**src/rtl/video_timing_pkg.sv**
```systemverilog
// Shared definitions for the video timing generator.
// Holds the 640x480@60 default timing constants, the coordinate width, the largest legal
// axis total and the phase type each timing axis decodes its count into.
package video_timing_pkg;

   // 640x480@60 (25.175 MHz pixel clock) defaults
   localparam int unsigned DefHActive = 640;
   localparam int unsigned DefHFp     = 16;
   localparam int unsigned DefHSync   = 96;
   localparam int unsigned DefHBp     = 48;
   localparam int unsigned DefVActive = 480;
   localparam int unsigned DefVFp     = 10;
   localparam int unsigned DefVSync   = 2;
   localparam int unsigned DefVBp     = 33;

   // Coordinates leave the block at a fixed width; no axis total may exceed MaxTotal
   localparam int unsigned CoordW   = 12;
   localparam int unsigned MaxTotal = 4095;

   // Phase order along each axis: Active, then front porch, sync and back porch
   typedef enum logic [1:0] {
      PhActive,
      PhFront,
      PhSync,
      PhBack
   } axis_phase_e;

endpackage

```
**src/rtl/video_timing_generator_timing_axis.sv**
```systemverilog
// timing_axis: one counting axis (horizontal or vertical) of the video timing generator.
// Ports:
//   clk   - pixel clock
//   rst   - asynchronous active-low reset, clears the count
//   en    - global count enable
//   step  - advance request (1 for the horizontal axis, horizontal wrap for the vertical)
//   count - current position, 0..TOTAL-1
//   phase - Active / front porch / sync / back porch decode of count
//   wrap  - count is at TOTAL-1; the next step returns it to 0
module timing_axis
   import video_timing_pkg::*;
#(
   parameter int unsigned ACTIVE = DefHActive,
   parameter int unsigned FP     = DefHFp,
   parameter int unsigned SYNC   = DefHSync,
   parameter int unsigned BP     = DefHBp,
   localparam int unsigned TOTAL = ACTIVE + FP + SYNC + BP,
   localparam int unsigned CW    = $clog2(TOTAL)
) (
   input  logic          clk,
   input  logic          rst,
   input  logic          en,
   input  logic          step,
   output logic [CW-1:0] count,
   output axis_phase_e   phase,
   output logic          wrap
);

   // A zero front or back porch is legal (that phase is simply skipped); zero active or sync
   // widths would leave the sink without a picture or without a sync edge.
   if (ACTIVE == 0) begin : g_bad_active
      $error("timing_axis: ACTIVE must be non-zero");
   end
   if (SYNC == 0) begin : g_bad_sync
      $error("timing_axis: SYNC must be non-zero");
   end
   if (TOTAL > MaxTotal) begin : g_bad_total
      $error("timing_axis: ACTIVE+FP+SYNC+BP must not exceed 4095");
   end

   logic [CW-1:0] count_q, count_d;
   int unsigned   cnt;

   // Compare in 32 bits: the sync end boundary can equal TOTAL, which may not fit in CW bits
   assign cnt   = 32'(count_q);
   assign wrap  = (cnt == TOTAL - 1);
   assign count = count_q;

   always_comb begin
      count_d = wrap ? '0 : count_q + CW'(1);
   end

   always_comb begin
      phase = PhBack;
      if (cnt < ACTIVE) begin
         phase = PhActive;
      end else if (cnt < ACTIVE + FP) begin
         phase = PhFront;
      end else if (cnt < ACTIVE + FP + SYNC) begin
         phase = PhSync;
      end
   end

   always_ff @(posedge clk or negedge rst) begin
      if (!rst) begin
         count_q <= '0;
      end else if (en && step) begin
         count_q <= count_d;
      end
   end

endmodule

```
**src/rtl/video_timing_generator.sv**
```systemverilog
// video_timing_generator: raster timing for a DVI/HDMI transmitter.
// Two timing_axis instances count pixels and lines; every output is registered from the
// counter values, so outputs on cycle n+1 describe the position held on cycle n.
// Ports:
//   clk, rst          - pixel clock, asynchronous active-low reset
//   en                - count enable; when low all state and outputs hold
//   de                - data enable (both axes in their active phase)
//   ctrl0             - {vsync, hsync} for the blue channel encoder
//   ctrl1, ctrl2      - unused control pairs, tied low
//   x, y              - active pixel column / line, 0 outside the active area
//   line_start        - pulse at pixel 0 of every line
//   frame_start       - pulse at pixel 0 of line 0
module video_timing_generator
   import video_timing_pkg::*;
#(
   parameter int unsigned H_ACTIVE  = DefHActive,
   parameter int unsigned H_FP      = DefHFp,
   parameter int unsigned H_SYNC    = DefHSync,
   parameter int unsigned H_BP      = DefHBp,
   parameter int unsigned V_ACTIVE  = DefVActive,
   parameter int unsigned V_FP      = DefVFp,
   parameter int unsigned V_SYNC    = DefVSync,
   parameter int unsigned V_BP      = DefVBp,
   parameter bit          HSYNC_POL = 1'b0,
   parameter bit          VSYNC_POL = 1'b0
) (
   input  logic              clk,
   input  logic              rst,
   input  logic              en,
   output logic              de,
   output logic [1:0]        ctrl0,
   output logic [1:0]        ctrl1,
   output logic [1:0]        ctrl2,
   output logic [CoordW-1:0] x,
   output logic [CoordW-1:0] y,
   output logic              line_start,
   output logic              frame_start
);

   localparam int unsigned H_TOTAL = H_ACTIVE + H_FP + H_SYNC + H_BP;
   localparam int unsigned V_TOTAL = V_ACTIVE + V_FP + V_SYNC + V_BP;
   localparam int unsigned HCW     = $clog2(H_TOTAL);
   localparam int unsigned VCW     = $clog2(V_TOTAL);

   logic [HCW-1:0] h_cnt;
   logic [VCW-1:0] v_cnt;
   axis_phase_e    h_phase, v_phase;
   logic           h_wrap;
   logic           unused_v_wrap;

   timing_axis #(
      .ACTIVE (H_ACTIVE),
      .FP     (H_FP),
      .SYNC   (H_SYNC),
      .BP     (H_BP)
   ) u_h_axis (
      .clk   (clk),
      .rst   (rst),
      .en    (en),
      .step  (1'b1),
      .count (h_cnt),
      .phase (h_phase),
      .wrap  (h_wrap)
   );

   // Lines advance only on the edge where the pixel counter wraps
   timing_axis #(
      .ACTIVE (V_ACTIVE),
      .FP     (V_FP),
      .SYNC   (V_SYNC),
      .BP     (V_BP)
   ) u_v_axis (
      .clk   (clk),
      .rst   (rst),
      .en    (en),
      .step  (h_wrap),
      .count (v_cnt),
      .phase (v_phase),
      .wrap  (unused_v_wrap)
   );

   logic              de_d, de_q;
   logic              hsync_d, hsync_q;
   logic              vsync_d, vsync_q;
   logic [CoordW-1:0] x_d, x_q;
   logic [CoordW-1:0] y_d, y_q;
   logic              line_start_d, line_start_q;
   logic              frame_start_d, frame_start_q;

   always_comb begin
      de_d          = (h_phase == PhActive) && (v_phase == PhActive);
      hsync_d       = (h_phase == PhSync) ? HSYNC_POL : ~HSYNC_POL;
      vsync_d       = (v_phase == PhSync) ? VSYNC_POL : ~VSYNC_POL;
      x_d           = de_d ? CoordW'(h_cnt) : '0;
      y_d           = de_d ? CoordW'(v_cnt) : '0;
      line_start_d  = (h_cnt == '0);
      frame_start_d = (h_cnt == '0) && (v_cnt == '0);
   end

   // Output registers share the counters' enable so a stall freezes (and stretches) everything
   always_ff @(posedge clk or negedge rst) begin
      if (!rst) begin
         de_q          <= 1'b0;
         hsync_q       <= ~HSYNC_POL;
         vsync_q       <= ~VSYNC_POL;
         x_q           <= '0;
         y_q           <= '0;
         line_start_q  <= 1'b0;
         frame_start_q <= 1'b0;
      end else if (en) begin
         de_q          <= de_d;
         hsync_q       <= hsync_d;
         vsync_q       <= vsync_d;
         x_q           <= x_d;
         y_q           <= y_d;
         line_start_q  <= line_start_d;
         frame_start_q <= frame_start_d;
      end
   end

   assign de          = de_q;
   assign ctrl0       = {vsync_q, hsync_q};
   assign ctrl1       = 2'b00;
   assign ctrl2       = 2'b00;
   assign x           = x_q;
   assign y           = y_q;
   assign line_start  = line_start_q;
   assign frame_start = frame_start_q;

endmodule
```
**config.mk**
```make
export PLATFORM = sky130hd
export DESIGN_NAME = video_timing_generator
export DESIGN_NICKNAME = d
export VERILOG_FILES = /design/src/rtl/video_timing_pkg.sv /design/src/rtl/video_timing_generator_timing_axis.sv /design/src/rtl/video_timing_generator.sv
export SDC_FILE = /design/constraint.sdc
export NUM_CORES = 1
export LEC_CHECK = 0
export ABC_CLOCK_PERIOD_IN_PS = 3300
export CAP_MARGIN = 40
export CELL_PAD_IN_SITES_DETAIL_PLACEMENT = 0
export CELL_PAD_IN_SITES_GLOBAL_PLACEMENT = 1
export CORE_MARGIN = 8
export CORE_UTILIZATION = 25
export DETAILED_ROUTE_END_ITERATION = 10
export PLACE_DENSITY = 0.57
export SLEW_MARGIN = 20
export SYNTH_ARGS = -nofsm -noshare
export SYNTH_HDL_FRONTEND = slang
export SYNTH_SLANG_ARGS = --single-unit
```
**constraint.sdc**
```tcl
create_clock -name clk -period 3.3 [get_ports clk]
set_clock_uncertainty 0.2 [all_clocks]
set_input_delay 0.66 -clock clk [delete_from_list [all_inputs] [get_ports clk]]
set_output_delay 0.66 -clock clk [all_outputs]
set_load 0.01 [all_outputs]
```
Word-level counts from Yosys, hierarchy flattened
Index checks and enable logic that the tools add are counted.
{"block": "classes", "order_cmp": 6, "add_sub_neg": 2, "muxes": 12, "n_eq_ne": 4, "reduce_logical": 7}
{"cell": "two-way mux 10 bit", "count": 4}
{"cell": "< comparator 10 bit (second input constant)", "count": 3}
{"cell": "< comparator 10 x 9 -> 1 bit (second input constant)", "count": 3}
{"cell": "adder 10 x 1 -> 10 bit (second input constant)", "count": 2}
{"cell": "== test 10 bit (second input constant)", "count": 2}
{"cell": "zero test 10 bit", "count": 2}
{"cell": "two-way mux 2 bit", "count": 4}
{"cell": "== test 2 bit (second input constant)", "count": 2}
{"cell": "zero test 2 bit", "count": 2}
{"cell": "two-way mux 1 bit", "count": 4}
{"cell": "logical AND 1 bit", "count": 3}
{"block": "totals", "inputBits": 3, "regBits": 49, "output_inout_bits": 33}

Depth between registers and ports, before layout
{"block": "logic_depth", "ltp_word": 7, "ltp_mapped": 6}

Modules after synthesis
From an unflattened synthesis, not the netlist that was laid out.
{"block": "hier_totals", "cells_unflattened": 198, "area_unflattened_um2": 2143.3}
{"module": "video_timing_generator", "instances": 1, "seq_area_each_um2": 628.1, "cells_per_inst": 82, "area_each_um2": 1042.2}
{"module": "timing_axis (u_v_axis)", "instances": 1, "seq_area_each_um2": 250.2, "cells_per_inst": 59, "area_each_um2": 564.3}
{"module": "timing_axis (u_h_axis)", "instances": 1, "seq_area_each_um2": 250.2, "cells_per_inst": 57, "area_each_um2": 536.8}

Worst setup path before layout
No wires, ideal clock.
{"block": "synth_timing", "kind": "input -> register", "startpoint": "input en", "endpoint": "register u_v_axis.count_q[8] (netlist: u_v_axis.count[8])", "arrival_time_ns": 1.413, "n_path_buf": 1, "setup_ns": 0.123, "t_required_ns": 2.977, "cell_stages": 5, "slack_ns": 1.564, "path_cell_list": "nand2_1 > nor4_4 > buf_4 > nand4_1 > xnor2_1"}
{"block": "synth_between", "elab_chain_cells": 1}
{"item": "from (decl)", "line_no": "video_timing_generator.sv:29", "source": "input logic en,"}
{"item": "logical AND 1 bit", "line_no": "video_timing_generator_timing_axis.sv:67", "source": "end else if (en && step) begin"}
{"item": "to (signal assigned)", "line_no": "video_timing_generator_timing_axis.sv:68", "source": "count_q <= count_d;"}
{"item": "to (decl)", "line_no": "video_timing_generator_timing_axis.sv:41", "source": "logic [CW-1:0] count_q, count_d;"}
No other way between the ends.
A chain may end at the register's enable or synchronous reset.

Final worst setup path
Ends and elaborated chain as after synthesis.

==> impl_metrics.env <==
export IMPL_ys_flop_type="dfrtp_1"
export IMPL_end_kind="register"
export IMPL_fmax_ghz=0.409
export IMPL_yosysUniqueCellTypes=39
export IMPL_drv_cap=0
export IMPL_post_cts_setup_buffers=0
export IMPL_tns_ns=0
export IMPL_hold_violations=0
export IMPL_ctsResizeCount=0
export IMPL_cts_tree="built"
export IMPL_routed_via_density=4.44
export IMPL_syn_area_um2=2120
export IMPL_cts_htree_levels=2
export IMPL_grt_setup_unrepaired="no"
export IMPL_drc=0
export IMPL_pin_count=36
export IMPL_die_x_um=108
export IMPL_cts_root_buffer="clkbuf_8"
export IMPL_overflow=0
export IMPL_yosysSeqAreaShare_pct=53.2
export IMPL_grt_max_degree=26
export IMPL_cts_path_max_buffers=2
export IMPL_critical_path_buf_inv_count=2
export IMPL_crit_path_cell_trace="clkdlybuf4s50_1 -> nand2_1 -> nor4_4 -> buf_4 -> nand4_1 -> xnor2_1"
export IMPL_hold_buffers=0
export IMPL_final_cell_mix="43 x dfrtp_1, 26 x clkdlybuf4s50_1, 19 x a22o_1"
export IMPL_syn2layout_area_growth_pct=19.5
export IMPL_slew_viol_final=0
export IMPL_wl_per_cell_um=14.2
export IMPL_cts_inserted_buffers=5
export IMPL_leakage_nw=1.10
export IMPL_die_area_um2=11700
export IMPL_wirelength_mm=4.53
export IMPL_syn_area_per_cell_um2=11.2
export IMPL_synth_edff_count=0
export IMPL_vias=1413
export IMPL_synth_seq_cells=45
export IMPL_required_ns=3.29
export IMPL_drtAntennaViolNets=0
export IMPL_fill_cells=817
export IMPL_port_buffers=27
export IMPL_path_clk_slew_ns=0.09
export IMPL_start_util_pct=25.8
export IMPL_drt_first_iter_violations=89
export IMPL_antenna_found_initial=0
export IMPL_nets=219
export IMPL_die_h_um=108
export IMPL_status="complete, no violations"
export IMPL_synth_warnings=0
export IMPL_final_hold_worst_slack_ns=0.113
export IMPL_core_area_um2=8220
export IMPL_setup_viol=0
export IMPL_max_stage_delay_ns=0.74
export IMPL_async_reset_ff_share_pct=100
export IMPL_fin_crit_sh_pct=74.1
export IMPL_diodes=0
export IMPL_critPathTopFamily="buffers and inverters"
export IMPL_grt_pass1_wl_mm=7.69
export IMPL_peakVddDrop_uv=187
export IMPL_layout_commonest_cell="dfrtp_1"
export IMPL_dp_hpwl_mm=3.34
export IMPL_std_cell_rows=33
export IMPL_critical_path_slowest_cell="clkdlybuf4s50_1"
export IMPL_hold_path_class="in2async"
export IMPL_routabilityCongestion=0.692
export IMPL_finalWorstPathRequiredPeriod_ns=2.44
export IMPL_syn_inst=190
export IMPL_critical_path_max_fanout=20
export IMPL_clock_sinks=45
export IMPL_critPathKind="in2reg"
export IMPL_drive_above_1_share_pct=8.92
export IMPL_first_pass_iters=5
export IMPL_cp_arrival_ns=2.43
export IMPL_power_density_nw_per_um2=497
export IMPL_grt_pass1_vias=1399
export IMPL_cp_start_kind="primary input"
export IMPL_clk_latency_ns=0.30
export IMPL_grt_usage_pct=8.35
[where the power goes]
| group | leakage [nW] | switching [mW] | total (mW) | internal (mW) |
|---|---|---|---|---|
| combinational | 0.478 | 0.106 | 0.229 | 0.123 |
| sequential | 0.583 | 0.0760 | 0.689 | 0.613 |
| clock | 0.0364 | 0.196 | 0.344 | 0.149 |
| total | 1.10 | 0.378 | 1.26 | 0.884 |
[synthesized netlist by cell type (4+ instances only)]
cell / instances / share of area, %
mux2i_1: 4 / 1.9
and2_1: 4 / 1.2
nor2_1: 7 / 1.2
inv_1: 6 / 1.1
buf_4: 13 / 4.6
xnor2_1: 9 / 3.7
clkbuf_1: 4 / 0.71
nand4_1: 4 / 1.2
nor3_1: 6 / 1.4
and3_1: 6 / 1.8
buf_2: 5 / 1.2
a22o_1: 19 / 7.8
o21ai_0: 4 / 0.94
ha_1: 4 / 2.4
nand2_1: 11 / 1.9
dfrtp_1: 43 / 51
nand3_1: 11 / 2.6
[sequential cells by signal (all words and copies together), names as in the netlist]
register	flops
u_h_axis.count	10
u_v_axis.count	10
x	10
y	10
de	1
frame_start	1
hsync_q	1
line_start	1
vsync_q	1
[area by class of cell]
type / count / area (um^2) / area share, %
clock buffer: 5 / 68.8 / 2.71
inverter: 6 / 22.5 / 0.888
timing repair buffer: 31 / 308 / 12.1
tap: 105 / 131 / 5.18
multi-input combinational: 123 / 856 / 33.7
sequential: 45 / 1130 / 44.5
clock inverter: 3 / 22.5 / 0.888
[per-stage QoR]
stage	power (mW)	instance area, um^2	worst slack [ns]	util [%]	std cells
2_1_floorplan	0.836	2150	1.56	-	197
3_3_place_gp	0.930	2430	0.568	29.5	309
3_5_place_dp	0.933	2450	0.567	29.8	310
4_1_cts	1.28	2540	0.881	30.9	318
5_1_grt	1.34	2540	0.712	30.9	318
6_report	1.26	2540	0.856	30.9	318
[path summary, 6_finish.rpt]
check                                         startpoint                       endpoint  slack (ns)  depth (start not counted)
setup / recovery                                      en  u_v_axis.count[8]$_DFFE_PN0P_        0.86                          6
min in group clk                          de$_DFFE_PN0P_                 de$_DFFE_PN0P_        0.28                          1
max in group asynchronous                            rst            vsync_q$_DFFE_PN1P_        2.22                          2
hold / removal                                       rst  u_h_axis.count[1]$_DFFE_PN0P_        0.11                          1
setup reg to reg           u_v_axis.count[7]$_DFFE_PN0P_               y[6]$_DFFE_PN0P_        1.28                          4
hold reg to reg                           de$_DFFE_PN0P_                 de$_DFFE_PN0P_        0.28                          1
[routing by layer]
metal	track usage (%)	part of all wire, %
met5	0	0
met4	3.27	1.5
met3	2.20	4.9
met2	12.1	44
met1	11.5	49
[logic make-up after synthesis]
family                   count (synthesis)  share of synthesized area, %
multiplexers                             4                          1.89
buffers and inverters                   29                          7.78
other                                    1                         0.177
adder cells (fa/ha/maj)                  4                          2.36
AND/OR/NAND/NOR                         59                          15.4
XOR/XNOR                                11                          4.54
flip-flops                              45                          53.2
AO/OA/AOI/OAI                           37                          14.7
Note: power is estimated with default switching activity, not from simulation.
==> RTL edit 1, RTL diff (same settings) <==
The package constant `DefHFp` goes from 16 to 32.
--- a/src/rtl/video_timing_pkg.sv
+++ b/src/rtl/video_timing_pkg.sv
@@ -7,3 +7,3 @@
    localparam int unsigned DefHActive = 640;
-   localparam int unsigned DefHFp     = 16;
+   localparam int unsigned DefHFp     = 32;
    localparam int unsigned DefHSync   = 96;
Formal check against the unedited RTL: same outputs for any inputs over 10 cycles, from zero or initial values and one cycle with rst low; that may be too few to reach the edited logic, so the function may still have changed.
==> RTL edit 1 against the original RTL <==
Wire length grew 0.40%. Synthesized area shrank 2.8%. Sequential share of layout area grew 0.69 points. Maximum frequency grew 2.1%. Die area shrank 2.4%. Worst setup slack gained 0.049 ns. Critical path depth shrank 2. Final area shrank 1.5%. Synthesized cell count grew 1.1%. Count of clock-buffer cells in the layout grew 2. Power grew 10%. Sequential cell count is the same.
==> RTL edit 1: results (changes against the original RTL) <==
Synthesis
  – Fraction of registers with async set or reset after synthesis: 1.00 (unchanged)
  – Leading cell types by count after synthesis: 43 x dfrtp_1, 18 x a22o_1, 11 x nand2_1, 11 x nor2_1, 10 x buf_4
  – Library cells used by synthesis: 36 (-7.7%)
  – Biggest area contributors in the synthesized netlist: dfrtp_1 52%, a22o_1 7.6%, buf_4 3.6%
  – Count of yosys warnings during synthesis: 0 (unchanged)
  – Share of the yosys chip area belonging to registers: 0.547 (+0.0151)

Clock network
  – CTS H-Tree Depth: 2 (unchanged)
  – Postcts setup bufs: 0 (unchanged)
  – Worst-skew pair later-pin latency: around 0.29 ns
  – CTS root buffer: clkbuf_8
  – Number of gates resized after CTS: 0 (unchanged)
  – CTS buffer count: 5 (unchanged)
  – Maximum clock insertion buffer count: 2 (unchanged)
  – Clock input transition at the sequential cells of the worst setup and hold paths: around 0.08 ns

Drt
  – Post-route antenna net violation count: 0 (unchanged)
  – Number of DRC violations after detailed-routing iteration 0: 120 (+35%)
  – Iteration count of the initial detailed-routing pass: 4 (-1)
  – Routed wire length per instance: 14.2 um (-0.23%)
  – Routed via count divided by cell count: 4.52 (+1.8%)

Layout
  – Layout cell share with drive strength beyond 1: 0.0744 (-0.0148)
  – Total Nets Final: 221 (+0.91%)
  – Antenna diode instance count: 0 (unchanged)

Placement
  – Final HPWL from detailed placement: 3260 um (-2.2%)
  – # port buffers: 27 (unchanged)
  – Routability cong.: 0.766 (+11%)

Worst setup path
  – Reg2Reg Depth: 4 (unchanged)
  – Largest driver fanout on the critical path: 8 (-60%)
  – Crit path arrival time: 2.38 ns (-0.05 ns)

Global routing
  – Maximum number of pins on one net before global-route repair: 26 (unchanged)
  – Global routing usage summed across all routing layers: 0.0860 (+0.00247)
  – Vias in the first global route: 1448 (+3.5%)
  – Wire length of the first global-routing pass: 7780 um (+1.2%)
  – Number of antenna violations at the first check in global routing: 0 (unchanged)

Timing
  – Actual slew at the worst max-slew pin: approximately 0.75 ns

Outcome
  – Status: finished clean

Power
  – Cell-internal power: 0.00101 W (+14%)
  – Static leakage: 1.09 nW (-0.56%)
  – VDD IR max: 0.000166 V (-11%)

Hold path
  – Worst min-delay path category: primary input to async pin
==> RTL edit 1: worst paths after layout <==
kind,from,endpoint,slack [ns]
setup / recovery,u_h_axis.count[7],u_v_axis.count[6],0.91
hold / removal,rst,y[9],0.14
setup reg to reg,u_h_axis.count[7],u_v_axis.count[6],0.91
hold reg to reg,de,de,0.28
max in group asynchronous,rst,y[7],2.07
min in group clk,de,de,0.28
==> RTL edit 1: critical path, stage by stage (launching register included) <==
cell,delay (ns)
dfrtp_1,0.49
or4b_4,0.61
nor3_1,0.64
nand4_1,0.19
xnor2_1,0.15
==> RTL edit 1: metal layers <==
layer,global-route usage,wire [um],up-vias
met5,0,0,-
met4,0.0402,82,0
met3,0.0288,283,5
met2,0.120,2000,35
met1,0.116,2180,708
li1,-,-,699
==> RTL edit 1: kinds of logic after synthesis <==
group	share of synthesized area
flops	0.547
other cells	0.00182
buf+inv	0.0800
mux	0.00485
compound gates	0.125
simple gates	0.167
xor+xnor	0.0509
fa+ha+maj	0.0242
==> RTL edit 1: area by class of cell <==
| class | instances | area [um^2] |
|---|---|---|
| Clock buffer | 7 | 86.3 |
| Clock inverter | 1 | 30.0 |
| Fill cell | 871 | 5590 |
| Inverter | 8 | 30.0 |
| Multi-Input combinational cell | 123 | 797 |
| Sequential cell | 45 | 1130 |
| Tap cell | 105 | 131 |
| Timing Repair Buffer | 31 | 295 |
==> RTL edit 1: power by group through the flow <==
| stage | clock [W] | sequential (W) | combinational [W] |
|---|---|---|---|
| 2_1_floorplan | 0 | 0.000709 | 0.000138 |
| 5_1_grt | 0.000475 | 0.000718 | 0.000284 |
| 6_report | 0.000434 | 0.000703 | 0.000253 |
| 4_1_cts | 0.000450 | 0.000704 | 0.000258 |
| 3_5_place_dp | 0 | 0.000714 | 0.000257 |
| 3_3_place_gp | 0 | 0.000715 | 0.000253 |
==> RTL edit 1: through the flow <==
stage / total power [W] / utilization / worst slack, ns / area (um^2) / cells
after detailed placement: 0.000971 / 0.294 / 0.558 / 2380 / 312
final: 0.00139 / 0.309 / 0.906 / 2500 / 320
after CTS: 0.00141 / 0.309 / 0.869 / 2500 / 320
after floorplan: 0.000847 / - / 1.12 / 2090 / 199
after global routing: 0.00148 / 0.309 / 0.661 / 2500 / 320
after global placement: 0.000968 / 0.294 / 0.599 / 2380 / 312
==> RTL edit 2, RTL diff (same flow settings) <==
Without the edit above. Reset style: synchronous (`rst`), changed in 2 clocked blocks. Comments in the files are not updated.
--- a/src/rtl/video_timing_generator_timing_axis.sv
+++ b/src/rtl/video_timing_generator_timing_axis.sv
@@ -63,3 +63,3 @@
 
-   always_ff @(posedge clk or negedge rst) begin
+   always_ff @(posedge clk) begin
       if (!rst) begin
--- a/src/rtl/video_timing_generator.sv
+++ b/src/rtl/video_timing_generator.sv
@@ -100,3 +100,3 @@
    // Output registers share the counters' enable so a stall freezes (and stretches) everything
-   always_ff @(posedge clk or negedge rst) begin
+   always_ff @(posedge clk) begin
       if (!rst) begin
Behaviour: differs if rst is asserted again (counterexample within 4 cycles, from zero or initial values and one cycle with rst low); with rst held inactive, the same outputs for 10 cycles.
==> RTL edit 2 against the original RTL <==
Global-route usage increased by 0.26 points. Critical path depth fell by 1. Hold slack better by 0.13 ns. Maximum frequency grew 8.9%. Wire length rose by 7.6%. Synthesized area fell by 2.5%. Final area fell by 3.7%. Highest routed layer unchanged. Die area down 2.2%. Worst setup slack gained 0.20 ns. Sequential cell count unchanged.
Power is not compared: it rests on default switching activity, and its combinational part moved more than twofold at a synthesized area within 25%.
==> RTL edit 2: results (changes against the original RTL) <==
Worst setup path
  – Last element of the critical path: u_v_axis.count[5]
  – Max stage delay cell, worst path: clkdlybuf4s50_1
  – Top cell family by delay on the critical path: simple AND/OR/NAND/NOR gates
  – Crit path arrival time: 2.22 ns (-0.21 ns)
  – Highest cell delay on the worst timing path: 0.48 ns (-0.26 ns)
  – Endpoint of the worst-slack reg-to-reg timing path: u_v_axis.count[5]
  – Critical R2R Launch: u_h_axis.count[0]
  – Reg2Reg Depth: 5 (+1)
  – Largest driver fanout on the critical path: 9 (-55%)
  – Setup slack on the worst flop-to-flop path: 1.27 ns

Timing
  – Final Slew Violations: 0 (unchanged)
  – Period minus WS final: 2.24 ns (-0.199 ns)

Clock network
  – CTS root buffer: clkbuf_8
  – Number of gates resized after CTS: 0 (unchanged)
  – Maximum clock insertion buffer count: 2 (unchanged)
  – Worst-skew pair later-pin latency: 0.30 ns (about the same)
  – Postcts setup bufs: 0 (unchanged)
  – CTS H-Tree Depth: 2 (unchanged)
  – CTS buffer count: 5 (unchanged)

Placement
  – Setup Slack @ Placement: 0.751 ns (+0.183 ns)
  – Final HPWL from detailed placement: 3520 um (+5.5%)
  – # port buffers: 27 (unchanged)
  – Total placed instance area: 2330 um^2 (-4.7%)
  – Routability cong.: 0.773 (+12%)

Drt
  – Number of DRC violations after detailed-routing iteration 0: 70 (-21%)
  – Routed wire length per instance: 14.6 um (+2.5%)
  – Iteration count of the initial detailed-routing pass: 4 (-1)
  – Total via count after detailed routing: 1502 (+6.3%)

Layout
  – Total Nets Final: 235 (+7.3%)
  – Layout cell share with drive strength beyond 1: 0.105 (+0.0156)
  – Antenna diode instance count: 0 (unchanged)

Global routing
  – Number of antenna violations at the first check in global routing: 0 (unchanged)
  – Global routing usage summed across all routing layers: 0.0861 (+0.00263)
  – Wire length of the first global-routing pass: 7950 um (+3.3%)
  – Maximum number of pins on one net before global-route repair: 23 (-12%)

Synthesis
  – Share of the yosys chip area belonging to registers: 0.435 (-0.0962)
  – Biggest area contributors in the synthesized netlist: dfxtp_1 44%, a22o_1 7.2%, buf_4 4.7%
  – Fraction of registers with async set or reset after synthesis: 0 (-1.00)
  – Library cells used by synthesis: 44 (+13%)
  – Most common flop cell mapped by yosys: dfxtp_1
  – Leading cell types by count after synthesis: 45 x dfxtp_1, 17 x a22o_1, 13 x buf_4, 13 x nand2_1, 13 x nor2_1
  – Count of yosys warnings during synthesis: 0 (unchanged)

Power
  – VDD IR max: 0.000208 V
  – Static leakage: 0.921 nW

Outcome
  – Status: finished clean

Hold path
  – Worst min-delay path category: flop to flop
[RTL edit 2: changes by cell type after synthesis, sizes merged, moves of 3 or more]
| cell | before | now |
|---|---|---|
| a21oi | 1 | 4 |
| and3 | 6 | 3 |
| and4 | 1 | 7 |
| buf | 18 | 21 |
| dfrtp | 43 | 0 |
| dfxtp | 0 | 45 |
| nor2 | 7 | 13 |
| nor4b | 0 | 3 |
| xnor2 | 9 | 4 |
| xor2 | 2 | 8 |
[RTL edit 2: cells by family after synthesis]
logic type                 synth area share
buffers and inverters                 0.105
adders and majority gates            0.0242
DFF                                   0.435
xor gates and xnor gates             0.0508
and+or+nand+nor                       0.246
AOI/OAI and AO/OA                     0.122
other                               0.00181
muxes                                0.0145
[RTL edit 2: worst reg2reg max path, delay by kind of cell (launching register included)]
family	cells	cell delay (ns)
and+or+nand+nor	3	0.70
DFF	1	0.42
adders and majority gates	1	0.20
AOI/OAI and AO/OA	1	0.40
[RTL edit 2: worst min-delay path by stage]
stage | from | to | slack, ns | depth (start not counted)
floorplan | hsync_q | hsync_q | 0.25 | 2
finish | line_start | line_start | 0.24 | 2
global route | y[9] | y[9] | 0.28 | 1
CTS | line_start | line_start | 0.25 | 2
detailed placement | line_start | line_start | 0.23 | 2
global placement | line_start | line_start | 0.24 | 2
[RTL edit 2: cell type report]
type / count / area, um^2
Clock buffer: 6 / 72.6
Sequential cell: 45 / 901
Timing Repair Buffer: 31 / 300
Fill cell: 848 / 5690
Inverter: 6 / 22.5
Tap cell: 105 / 131
Multi-Input combinational cell: 139 / 977
Clock inverter: 2 / 38.8
[RTL edit 2: metal layers]
layer / GRT usage / share of wire / vias up
met5: 0 / 0 / -
met4: 0.0241 / 0.0066 / 0
met3: 0.0228 / 0.037 / 5
met2: 0.135 / 0.45 / 26
met1: 0.114 / 0.50 / 709
li1: - / - / 762
[RTL edit 2: metrics by stage]
| step | hold slack [ns] | cells |
|---|---|---|
| after floorplan | 0.249 | 216 |
| after global placement | 0.235 | 326 |
| after detailed placement | 0.235 | 326 |
| after CTS | 0.248 | 334 |
| after global routing | 0.280 | 334 |
| final | 0.244 | 334 |
[RTL edit 2: where the power goes]
part	total, W	internal [W]	switching [W]
logic	0.0000584	0.0000253	0.0000331
clock network	0.000418	0.000227	0.000190
registers	0.000557	0.000550	0.00000621
total	0.00103	0.000803	0.000230
